**config.mk**
```make
export PLATFORM = sky130hd
export DESIGN_NAME = obf_sub_seq
export DESIGN_NICKNAME = d
export VERILOG_FILES = /design/src/rtl/obf_sub_seq.sv
export SDC_FILE = /design/constraint.sdc
export NUM_CORES = 1
export LEC_CHECK = 0
export ABC_AREA = 1
export CAP_MARGIN = 25
export CORE_AREA = 2 2 89 82
export CTS_CLUSTER_DIAMETER = 80
export DETAILED_ROUTE_END_ITERATION = 7
export DIE_AREA = 0 0 91 84
export PLACE_DENSITY = 0.86
export SLEW_MARGIN = 20
export SYNTH_ARGS = -nofsm -noshare
export SYNTH_HDL_FRONTEND = slang
export SYNTH_SLANG_ARGS = --single-unit
export TNS_END_PERCENT = 20
```
**constraint.sdc**
```tcl
create_clock -name clk -period 1.3 [get_ports clk]
set_input_delay 0.13 -clock clk [delete_from_list [all_inputs] [get_ports clk]]
set_output_delay 0.13 -clock clk [all_outputs]
set_load 0.02 [all_outputs]
```
**src/rtl/obf_sub_seq.sv**
```systemverilog
// obf_sub_seq: drives the obfuscation substitution LUT (index/ppc) and rebuilds
// one instruction word per LUT entry for decode. Fetch is held off until the
// entry carrying the last flag has been handed over.
// Optional feature macro: OBF_SEQ_IMM_EN (type-I entries consume a second
// LUT entry as a sign-extended immediate and advance ppc by 2).
module obf_sub_seq #(
  parameter int IGU_WIDTH     = 7,
  parameter int PPC_WIDTH     = 3,
  parameter int LUT_OUT_WIDTH = 16,
  parameter int INSN_WIDTH    = 32
) (
  input  logic                     clk,
  input  logic                     rst,
  input  logic                     in_valid,
  output logic                     in_ready,
  input  logic [INSN_WIDTH-1:0]    in_insn,
  input  logic [IGU_WIDTH-1:0]     in_index,
  output logic [IGU_WIDTH-1:0]     lut_index,
  output logic [PPC_WIDTH-1:0]     lut_ppc,
  input  logic [LUT_OUT_WIDTH-1:0] lut_sub,
  input  logic [LUT_OUT_WIDTH-1:0] lut_imm,
  output logic                     out_valid,
  input  logic                     out_ready,
  output logic [INSN_WIDTH-1:0]    out_insn,
  output logic                     out_last,
  output logic                     seq_err
);

  localparam logic [PPC_WIDTH-1:0] PPC_MAX = '1;

  typedef enum logic {IDLE, ISSUE} state_t;

  state_t                 r_state;
  logic [INSN_WIDTH-1:0]  r_insn;
  logic [IGU_WIDTH-1:0]   r_lut_index;
  logic [PPC_WIDTH-1:0]   r_lut_ppc;
  logic                   r_in_ready;
  logic                   r_out_valid;
  logic                   r_seq_err;

  logic [2:0]             w_type;
  logic [12:0]            w_p;
  logic [7:0]             w_f;
  logic [4:0]             w_rd, w_ra, w_rb;
  logic [15:0]            w_imm;
  logic                   w_last_flag;
  logic                   w_at_end;
  logic                   w_overrun;
  logic                   w_last;
  logic [PPC_WIDTH-1:0]   w_step;

  assign w_type = lut_sub[15:13];
  assign w_p    = lut_sub[12:0];
  assign w_f    = w_p[12:5];

  // Register fields rebuilt from the held instruction under the entry's selects
  assign w_rd = w_p[4] ? 5'd0 : r_insn[25:21];
  assign w_rb = w_p[1] ? 5'd0 : r_insn[15:11];
  always_comb begin
    w_ra = r_insn[20:16];
    case (w_p[3:2])
      2'b00:   w_ra = r_insn[20:16];
      2'b01:   w_ra = r_insn[15:11];
      2'b10:   w_ra = 5'd0;
      default: w_ra = r_insn[25:21];
    endcase
  end

`ifdef OBF_SEQ_IMM_EN
  // Type-I entries pull the immediate and the last flag from the following entry
  assign w_imm       = {{4{lut_imm[12]}}, lut_imm[12:1]};
  assign w_last_flag = (w_type == 3'b010) ? lut_imm[0] : w_p[0];
  assign w_step      = (w_type == 3'b010) ? PPC_WIDTH'(2) : PPC_WIDTH'(1);
  assign w_at_end    = (w_type == 3'b010) ? (r_lut_ppc >= PPC_MAX - 1'b1)
                                          : (r_lut_ppc == PPC_MAX);
`else
  logic w_unused_imm;
  assign w_unused_imm = ^lut_imm;
  assign w_imm        = 16'h0000;
  assign w_last_flag  = w_p[0];
  assign w_step       = PPC_WIDTH'(1);
  assign w_at_end     = (r_lut_ppc == PPC_MAX);
`endif

  // Running off the end of ppc space without a last flag ends the sequence anyway
  assign w_overrun = w_at_end & ~w_last_flag;
  assign w_last    = w_last_flag | w_overrun;

  // Word assembly by entry type; unknown types pass the instruction through
  always_comb begin
    out_insn = r_insn;
    case (w_type)
      3'b001:  out_insn = {6'h38, w_rd, w_ra, w_rb, 1'b0, w_f[7:4], 2'b00, w_f[3:0]};
      3'b010:  out_insn = {w_f[7:2], w_rd, w_ra, w_imm};
      default: out_insn = r_insn;
    endcase
  end

  assign in_ready  = r_in_ready;
  assign out_valid = r_out_valid;
  assign out_last  = r_out_valid & w_last;
  assign lut_index = r_lut_index;
  assign lut_ppc   = r_lut_ppc;
  assign seq_err   = r_seq_err;

  // Sequencer FSM: accept in IDLE, step through LUT entries in ISSUE
  always_ff @(posedge clk or posedge rst) begin
    if (rst) begin
      r_state     <= IDLE;
      r_insn      <= '0;
      r_lut_index <= '0;
      r_lut_ppc   <= '0;
      r_in_ready  <= 1'b0;
      r_out_valid <= 1'b0;
      r_seq_err   <= 1'b0;
    end else begin
      case (r_state)
        IDLE: begin
          r_in_ready <= 1'b1;
          if (in_valid && r_in_ready) begin
            r_insn      <= in_insn;
            r_lut_index <= in_index;
            r_lut_ppc   <= '0;
            r_in_ready  <= 1'b0;
            r_out_valid <= 1'b1;
            r_state     <= ISSUE;
          end
        end
        ISSUE: begin
          if (out_ready) begin
            if (w_overrun) r_seq_err <= 1'b1;
            if (w_last) begin
              r_out_valid <= 1'b0;
              r_in_ready  <= 1'b1;
              r_state     <= IDLE;
            end else begin
              r_lut_ppc <= r_lut_ppc + w_step;
            end
          end
        end
        default: r_state <= IDLE;
      endcase
    end
  end

endmodule

```
* After elaboration in Yosys (flattened, before gate mapping)
Cells that the tools add are included.
W data, S select, Z words.
** Word-level totals
- Flip-flop bits (word level) :: 46
- Input bits :: 75
- Output and inout port bits :: 46
- Logic and storage cells :: 49
** Cells by class
- Add/subtract/negate cells :: 1
- Equality and inequality tests :: 9
- Muxes and demuxes :: 20
- Bitwise gates (word level) :: 5
- Reduce and logical (&&, ||, !) cells :: 7
** Operators with widths (count)
- $pmux W32 S2 :: 1
- $pmux W5 S3 :: 1
- $mux W5 :: 2
- $mux W1 :: 9
- $mux W3 :: 3
- $reduce_and A3 Y1 :: 3
- $ne A2 B2 Y1 const B :: 3
- $pmux W1 S2 :: 3
- $pmux W3 S2 :: 1
- $reduce_and A2 Y1 :: 2
- $add A3 B1 Y3 const B :: 1
- $eq A3 B1 Y1 const B :: 1
- $eq A3 B2 Y1 const B :: 1
- $eq A3 B3 Y1 const B :: 1
- $and A1 B1 Y1 :: 2
- $eq A2 B1 Y1 const B :: 1
- $eq A2 B2 Y1 const B :: 1
- $logic_not A2 Y1 :: 1
- $ne A2 B1 Y1 const B :: 1
- $not A1 Y1 :: 2
- $logic_and A1 B1 Y1 :: 1
- $or A1 B1 Y1 :: 1

* Logic depth before layout (Yosys ltp)
Gate-level depths: netlist (run 1).
- Depth after elaboration :: 6
- Depth in mapped cells :: 7
- Mapped depth without buffers :: 7

* Worst setup path after synthesis (run 1)
Ideal clock, no wire load.
- Path kind :: register -> register
- Start :: register r_lut_ppc[0], in the netlist lut_ppc[0]
- End :: register r_lut_ppc[0], in the netlist lut_ppc[0]
- Library setup time :: 0.134 ns
- Arrival :: 1.320 ns
- Path slack :: -0.154 ns
- Stages on the path, launching flop included :: 7
- Buffers on the path :: 0
- Cell sequence :: dfrtp_1 > ha_1 > ha_1 > nor2_1 > nand2_1 > nand3_1 > o21ai_0
** Between the ends
- Longest elaborated chain between the ends :: 5
- Elaborated cells on any way between the ends :: 9
** Ends and longest elaborated chain
- start: declaration :: RTL line 36 : logic [PPC_WIDTH-1:0] r_lut_ppc;
- start signal: assignment :: RTL line 137 : r_lut_ppc <= r_lut_ppc + w_step;
- branches (longest 5 deep; another with $add A3 B1 Y3)
Several ways; the timed one is not identified. The select of a mux whose other input is x is not followed.
A chain may end at the register's enable or synchronous reset.

* Worst setup path in the final report (run 1)
- Start :: register r_lut_ppc[0], in the netlist lut_ppc[0]
- End :: output port out_last
** Between the ends
- Longest elaborated chain between the ends :: 4
** Ends and longest elaborated chain
- $eq A3 B3 Y1 :: RTL line 82 : assign w_at_end = (r_lut_ppc == PPC_MAX);
- $and A1 B1 Y1 :: RTL line 86 : assign w_overrun = w_at_end & ~w_last_flag;
- $or A1 B1 Y1 :: RTL line 87 : assign w_last = w_last_flag | w_overrun;
- $and A1 B1 Y1 :: RTL line 101 : assign out_last = r_out_valid & w_last;
- end: declaration :: RTL line 25 : output logic out_last,
Every way passes these cells.

==> metrics.yaml, run 1 <==
run_status: "finished, violations left"
violations: "setup timing"
clock_sink_count: 46
drt_first_pass_iters: 4
vdd_ir_drop_max_uv: 1140
worstHoldPathType: "in -> async"
die_area_um2: 7640
layout.cells.non_filler: 513
finalSetupViolCount: 3
final.setup_skew_ns: 0.00999
die_w_um: 91
reg2reg_setup_slack_ns: -0.14
core_area_um2: 6820
cts.hold.buffers_added: 0
met3_wirelength_um: 304
mappedNetlistArea_um2: 2350
starting_density: 0.344
detailed_place_hpwl_um: 4980
reg2regPathDepth: 7
grt_start_max_net_pins: 49
grt_first_pass_wirelength_um: 10600
placement.setup.worst_slack_ns: -0.695
ant_nets: 0
drc: 0
worst_setup_hold_path_clk_slew_ns: 0.09
endpoint_kind: "output port"
finalWorstPathRequiredPeriod_ns: 1.44
ys_ff_latch: 46
die_h_um: 84
hold_violations: 0
buffer_ports.inserted: 104
layout-drive-gt1-share: 0.255
grt_overflow_total: 0
synthArstFlopShare: 1.00
yosysWarnings: 0
cts-root-buf: "sky130_fd_sc_hd__clkbuf_8"
critPathMaxFanout: 2
wl_met1_um: 2630
slew_headroom: 0.796
gpl.final_weighted_congestion: 0.854
max_cap_violations: 0
num_rows: 29
placed_cells_incl_taps: 503
ctsHtreeMaxLevel: 2
worstSetupPathType: "reg -> out"
fmax_ghz: 0.696
globalRouteTotalUtil: 0.168
power_density_nw_per_um2: 1900
power.total_mw: 7.09
dpl_cell_area_um2: 3580
mappedNetlistNets: 374
number_of_synthesized_flops_with_an_enable_pin: 0
postSynthAreaPerCell_um2: 7.90
post_drt_wl_per_cell_um: 12.4
topRoutingLayerUsed: "met4"
synth_sequential_area_ratio: 0.490
area_growth_syn_to_layout_pct: 58.8
number_of_global_route_vias_before_repair: 2410
report.final.slew_viol_count: 0
wirelength_um: 6360
clk_path_buf_depth: 2
cts_made_buffers: 5
initialDrtViolationCount: 96
design.portCount: 121
count_of_different_cell_masters_after_synthesis: 22
worst_setup_path_start_kind: "flip-flop"
cp.arrival_ns: 1.31
finish.net_count: 496
timing.hold.ws_ns: 0.187
cts_tree: "built"
predominant_post_synthesis_flop_cell: "sky130_fd_sc_hd__dfrtp_1"
critical_path.reg2reg.endpoint: "in_ready"
worstMarginPinSlew_ns: 0.306
clkLatencyLatePin_ns: 0.29
layout.filler_cells: 673
met2_wirelength_um: 3340
worstPathRequired_ns: 1.17
critical_path.reg2reg.startpoint: "lut_ppc[0]"
number_of_antenna_violations_at_the_first_check_in_global_routing: 0
antenna_cells: 0
via_count: 2338
period_share: 1.11
stdcell_area_um2: 3730
detail_route.vias_per_cell: 4.56
power.leakage_nw: 1.95
timing.final.ws_setup_ns: -0.137
cells_after_synthesis: 297
rsz0062_at_grt: "yes"
logic make-up (layout without fill, tap and decap cells):
group,after synthesis,in the layout,share of synthesized area
simple gates,110,110,0.201
buf+inv,74,197,0.155
flops,46,46,0.490
compound gates,65,65,0.143
fa+ha+maj,2,2,0.0107
state kept, by name, indices dropped and copies added (netlist names):
name,count
r_insn,32
lut_ppc,3
in_ready,1
out_valid,1
seq_err,1
r_state,1
lut_index,7
cell usage in the layout (no fill, tap or decap), types with 9 or more instances in the layout:
cell type                         count
sky130_fd_sc_hd__inv_1               52
sky130_fd_sc_hd__a21oi_1             20
sky130_fd_sc_hd__inv_2                9
sky130_fd_sc_hd__dlygate4sd2_1       11
sky130_fd_sc_hd__clkdlybuf4s50_1     53
sky130_fd_sc_hd__nand2_1             56
sky130_fd_sc_hd__nor2_1              28
sky130_fd_sc_hd__o21ai_0             28
sky130_fd_sc_hd__dfrtp_1             44
sky130_fd_sc_hd__nand3_1             13
sky130_fd_sc_hd__buf_4               28
sky130_fd_sc_hd__buf_2               17
area by class of cell:
class	count	area, um2	area share
clock inverters	1	5.00	0.00134
repair buffers	127	1150	0.309
clock buffers	7	86.3	0.0232
multi-input cells	177	981	0.263
well taps	93	116	0.0312
inverters	62	235	0.0631
flip-flops and latches	46	1150	0.309
cells in the mapped netlist (2+ instances only):
cell type | number | area, um2
sky130_fd_sc_hd__dfrtp_1 | 46 | 1150
sky130_fd_sc_hd__buf_8 | 2 | 30.0
sky130_fd_sc_hd__inv_1 | 59 | 221
sky130_fd_sc_hd__a21oi_1 | 25 | 125
sky130_fd_sc_hd__o22ai_1 | 5 | 31.3
sky130_fd_sc_hd__inv_2 | 3 | 11.3
sky130_fd_sc_hd__nand2_1 | 60 | 225
sky130_fd_sc_hd__buf_6 | 6 | 67.6
sky130_fd_sc_hd__o21ai_0 | 33 | 165
sky130_fd_sc_hd__clkbuf_1 | 2 | 7.51
sky130_fd_sc_hd__nand3_1 | 15 | 75.1
sky130_fd_sc_hd__ha_1 | 2 | 25.0
sky130_fd_sc_hd__nor2_1 | 30 | 113
routing by layer:
layer | up-vias | GRT usage
met5 | - | 0
met4 | 0 | 0.0523
met3 | 9 | 0.0352
met2 | 60 | 0.306
met1 | 1106 | 0.199
li1 | 1163 | -
through the flow:
step	utilization	TNS, ns
CTS	0.530	-0.394
global route	0.547	-0.874
global placement	0.524	-20.74
finish	0.547	-0.322
detailed placement	0.524	-21.63
floorplan	-	-0.145
what timing repair did:
| item | in CTS | in global routing |
|---|---|---|
| endpoints found under the hold margin | 0 | 0 |
| gates cloned | 1 | 0 |
| gates resized for setup | 181 | 45 |
| setup buffers | 1 | 0 |
| pin swaps | 6 | 7 |
| setup endpoints to repair | 51 | 37 |
worst max-delay path by stage:
| stage | slack (ns) | depth (start not counted) | from | endpoint |
|---|---|---|---|---|
| after global routing | -0.20 | 5 | lut_ppc[0] | out_last |
| after detailed placement | -0.69 | 8 | lut_sub[13] | out_insn[28] |
| after floorplan | -0.04 | 6 | lut_ppc[0] | in_ready |
| after CTS | -0.18 | 5 | lut_ppc[1] | out_last |
| final | -0.14 | 5 | lut_ppc[0] | out_last |
| after global placement | -0.67 | 7 | lut_sub[13] | out_insn[9] |
critical path, stage by stage, from the launching register on:
cell and delay [ns]:
sky130_fd_sc_hd__dfrtp_2 0.43, sky130_fd_sc_hd__ha_4 0.17, sky130_fd_sc_hd__ha_4 0.16, sky130_fd_sc_hd__nor2_4 0.09
sky130_fd_sc_hd__nor2_2 0.05, sky130_fd_sc_hd__buf_6 0.12
power breakdown:
part           internal [mW]  switching, mW
registers               2.09          0.365
clock network          0.429          0.447
logic                   1.61           2.14
total                   4.13           2.95
(Power assumes the default switching activity.)
==> inputs of run 2 (changes only) <==
Settings changed: HOLD_SLACK_MARGIN set to 0.08.
==> results of run 2 <==
Same layout as run 1: the final DEF is identical, and so are final timing and power.
==> inputs of run 3 (changes only) <==
Settings changed: CORE_AREA 2 2 89 82 to 2 2 84 78, DIE_AREA 0 0 91 84 to 0 0 86 80, GPL_TIMING_DRIVEN set to 0, PLACE_DENSITY 0.86 to 0.9.
Clock period 1.3 ns to 1.5 ns, I/O delays scaled along.
==> run 3 against run 2 <==
Compared with the run above:
- the run now ends clean
- critical endpoint unchanged
- sequential power fell by 14%
- wire length grew 4.3%
- non-clock buffer count down 4
- clock skew is 0.0072 ns lower
- cell area is 3.4% lower
- global-route usage rose by 3.3 points
==> metrics.yaml, run 3 (synthesis gave the netlist of run 1 again) <==
seq_area_um2: 1150  # -0.22%
detailed_place_hpwl_um: 5040  # +1.2%
via_count: 2302  # -1.5%
endpoint_kind: "output port"
clk_path_buf_depth: 2  # unchanged
fmax_ghz: 0.669
final.setup_skew_ns: 0.00274  # -0.00724 ns
grt_start_max_net_pins: 27  # -45%
num_rows: 27  # -6.9%
starting_density: 0.393  # +0.0485
die_w_um: 86  # -5.5%
finalWorstPathRequiredPeriod_ns: 1.49
total_negative_setup_slacks_ns: 0  # +0.322 ns
power.leakage_nw: 1.90  # -2.6%
stdcell_area_um2: 3600  # -3.4%
rsz0062_at_grt: "yes"
finish.net_count: 492  # -0.81%
die_h_um: 80  # -4.8%
clock_sink_count: 46  # unchanged
multi_input_area_um2: 892  # -9.1%
slew_headroom: 0.690  # -0.106
critPathMaxFanout: 3  # +1
die_area_um2: 6880  # -10%
timing.hold.ws_ns: 0.183  # -0.00450 ns
grt_overflow_total: 0  # unchanged
worstHoldPathType: "in -> async"
worst_setup_path_start_kind: "flip-flop"
clkLatencyLatePin_ns: 0.29  # about the same
run_status: "complete, no violations"
layout_commonest_cell: "sky130_fd_sc_hd__clkdlybuf4s50_1"
post_drt_wl_per_cell_um: 13.6  # +9.8%
worst_setup_hold_path_clk_slew_ns: 0.08  # about the same
layout_common_cells: "sky130_fd_sc_hd__clkdlybuf4s50_1, sky130_fd_sc_hd__nand2_1, sky130_fd_sc_hd__inv_1"
drt_first_pass_iters: 4  # unchanged
design.portCount: 121  # unchanged
initialDrtViolationCount: 120  # +25%
slowest_stage: "sky130_fd_sc_hd__dfrtp_1"
crit_path_cell_trace: "ha_2 > ha_4 > nor2_4 > nor2_1 > buf_4"
critical_path.top_delay_family: "flip-flops"
placement.setup.worst_slack_ns: -0.637  # +0.0579 ns
report.final.slew_viol_count: 0  # unchanged
dpl_cell_area_um2: 3490  # -2.5%
core_area_um2: 5980  # -12%
gpl.final_weighted_congestion: 0.856  # +0.21%
power.total_mw: 6.06  # -14%
wirelength_um: 6630  # +4.3%
grt_first_pass_wirelength_um: 10700  # +1.4%
number_of_antenna_violations_at_the_first_check_in_global_routing: 0  # unchanged
timing.final.ws_setup_ns: 0.00524  # +0.142 ns
layout.filler_cells: 538  # -20%
power_density_nw_per_um2: 1680  # -11%
regMostFlops: "r_insn"
hold_violations: 0  # unchanged
worstMarginPinSlew_ns: 0.464  # +0.158 ns
area_growth_syn_to_layout_pct: 53.5
cts_tree: "built"
ctsHtreeMaxLevel: 2  # unchanged
worstSetupPathType: "reg -> out"
worstPathRequired_ns: 1.35  # +0.18 ns
globalRouteTotalUtil: 0.202  # +0.0332
ant_nets: 0  # unchanged
critical_path_s_largest_stage_delay_ns: 0.40  # -0.03 ns
antenna_cells: 0  # unchanged
number_of_global_route_vias_before_repair: 2249  # -6.7%
max_cap_violations: 0  # unchanged
cts_made_buffers: 5  # unchanged
flip_flop_count_of_the_largest_register_after_layout: 32  # unchanged
drc: 0  # unchanged
finalSetupViolCount: 0  # -3
vdd_ir_drop_max_uv: 961  # -16%
layout-drive-gt1-share: 0.159  # -0.0957
cts-root-buf: "sky130_fd_sc_hd__clkbuf_8"
detail_route.vias_per_cell: 4.73  # +3.7%
cp.buffers_inverters: 1  # unchanged
buffer_ports.inserted: 103  # -0.96%
cp.arrival_ns: 1.34  # +0.03 ns
period_share: 0.997
-- run 3: changes by cell type in the layout (fill, tap and decap cells not counted), sizes merged --
| cell | delta |
|---|---|
| buf | -20 |
| clkdlybuf4s50 | +8 |
| clkdlybuf4s15 | +7 |
| dlymetal6s2s | +3 |
| bufbuf | -1 |
| clkinv | -1 |
| dlygate4sd2 | -1 |
-- run 3: stage by stage --
stage                util  cells
floorplan               -    297
global placement    0.580    472
detailed placement  0.583    473
CTS                 0.601    486
global route        0.602    487
finish              0.602    487
-- run 3: repair_timing --
item,CTS,global route
gates resized for setup,127,8
hold buffers,0,0
endpoints found under the setup margin,35,12
cloned,1,0
pin swaps,6,1
setup buffers,5,1
-- run 3: layout make-up --
cell class,count,area share
buffer,12,0.0361
clock buffer,7,0.0212
tap,72,0.0250
inverter,62,0.0653
timing repair buffer,111,0.285
multi-input combinational,177,0.248
sequential,46,0.320
-- run 3: final timing paths --
path | to | slack, ns | from | cells after the start
worst max-delay path | out_last | 0.005 | lut_ppc[0] | 5
worst min-delay path | lut_index[2] | 0.18 | rst | 2
worst max register to register | lut_ppc[2] | 0.08 | lut_ppc[0] | 9
worst min register to register | r_insn[31] | 0.48 | r_insn[31] | 2
max in group asynchronous | r_insn[3] | 0.82 | rst | 3
min in group clk | r_insn[2] | 0.40 | in_insn[2] | 3
-- run 3: worst register-to-register path: stages (launching register included) --
cell and delay [ns]:
sky130_fd_sc_hd__dfrtp_1 0.40, sky130_fd_sc_hd__ha_2 0.21, sky130_fd_sc_hd__ha_4 0.17, sky130_fd_sc_hd__nor2_4 0.09, sky130_fd_sc_hd__buf_4 0.11, sky130_fd_sc_hd__buf_4 0.12, sky130_fd_sc_hd__nand2_4 0.06, sky130_fd_sc_hd__nand2_1 0.06
sky130_fd_sc_hd__nand3_1 0.08, sky130_fd_sc_hd__nand2_1 0.07
-- run 3: metal layers --
| layer | share of wire | global-route usage | vias to the layer above |
|---|---|---|---|
| met5 | 0 | 0 | - |
| met4 | 0.022 | 0.0619 | 0 |
| met3 | 0.060 | 0.0476 | 13 |
| met2 | 0.49 | 0.337 | 72 |
| met1 | 0.42 | 0.258 | 1065 |
| li1 | - | - | 1152 |
-- run 3: where the power goes --
group | total [mW] | internal (mW) | switching, mW
logic | 3.24 | 1.38 | 1.86
registers | 2.11 | 1.81 | 0.302
clock network | 0.714 | 0.322 | 0.392
total | 6.06 | 3.51 | 2.55
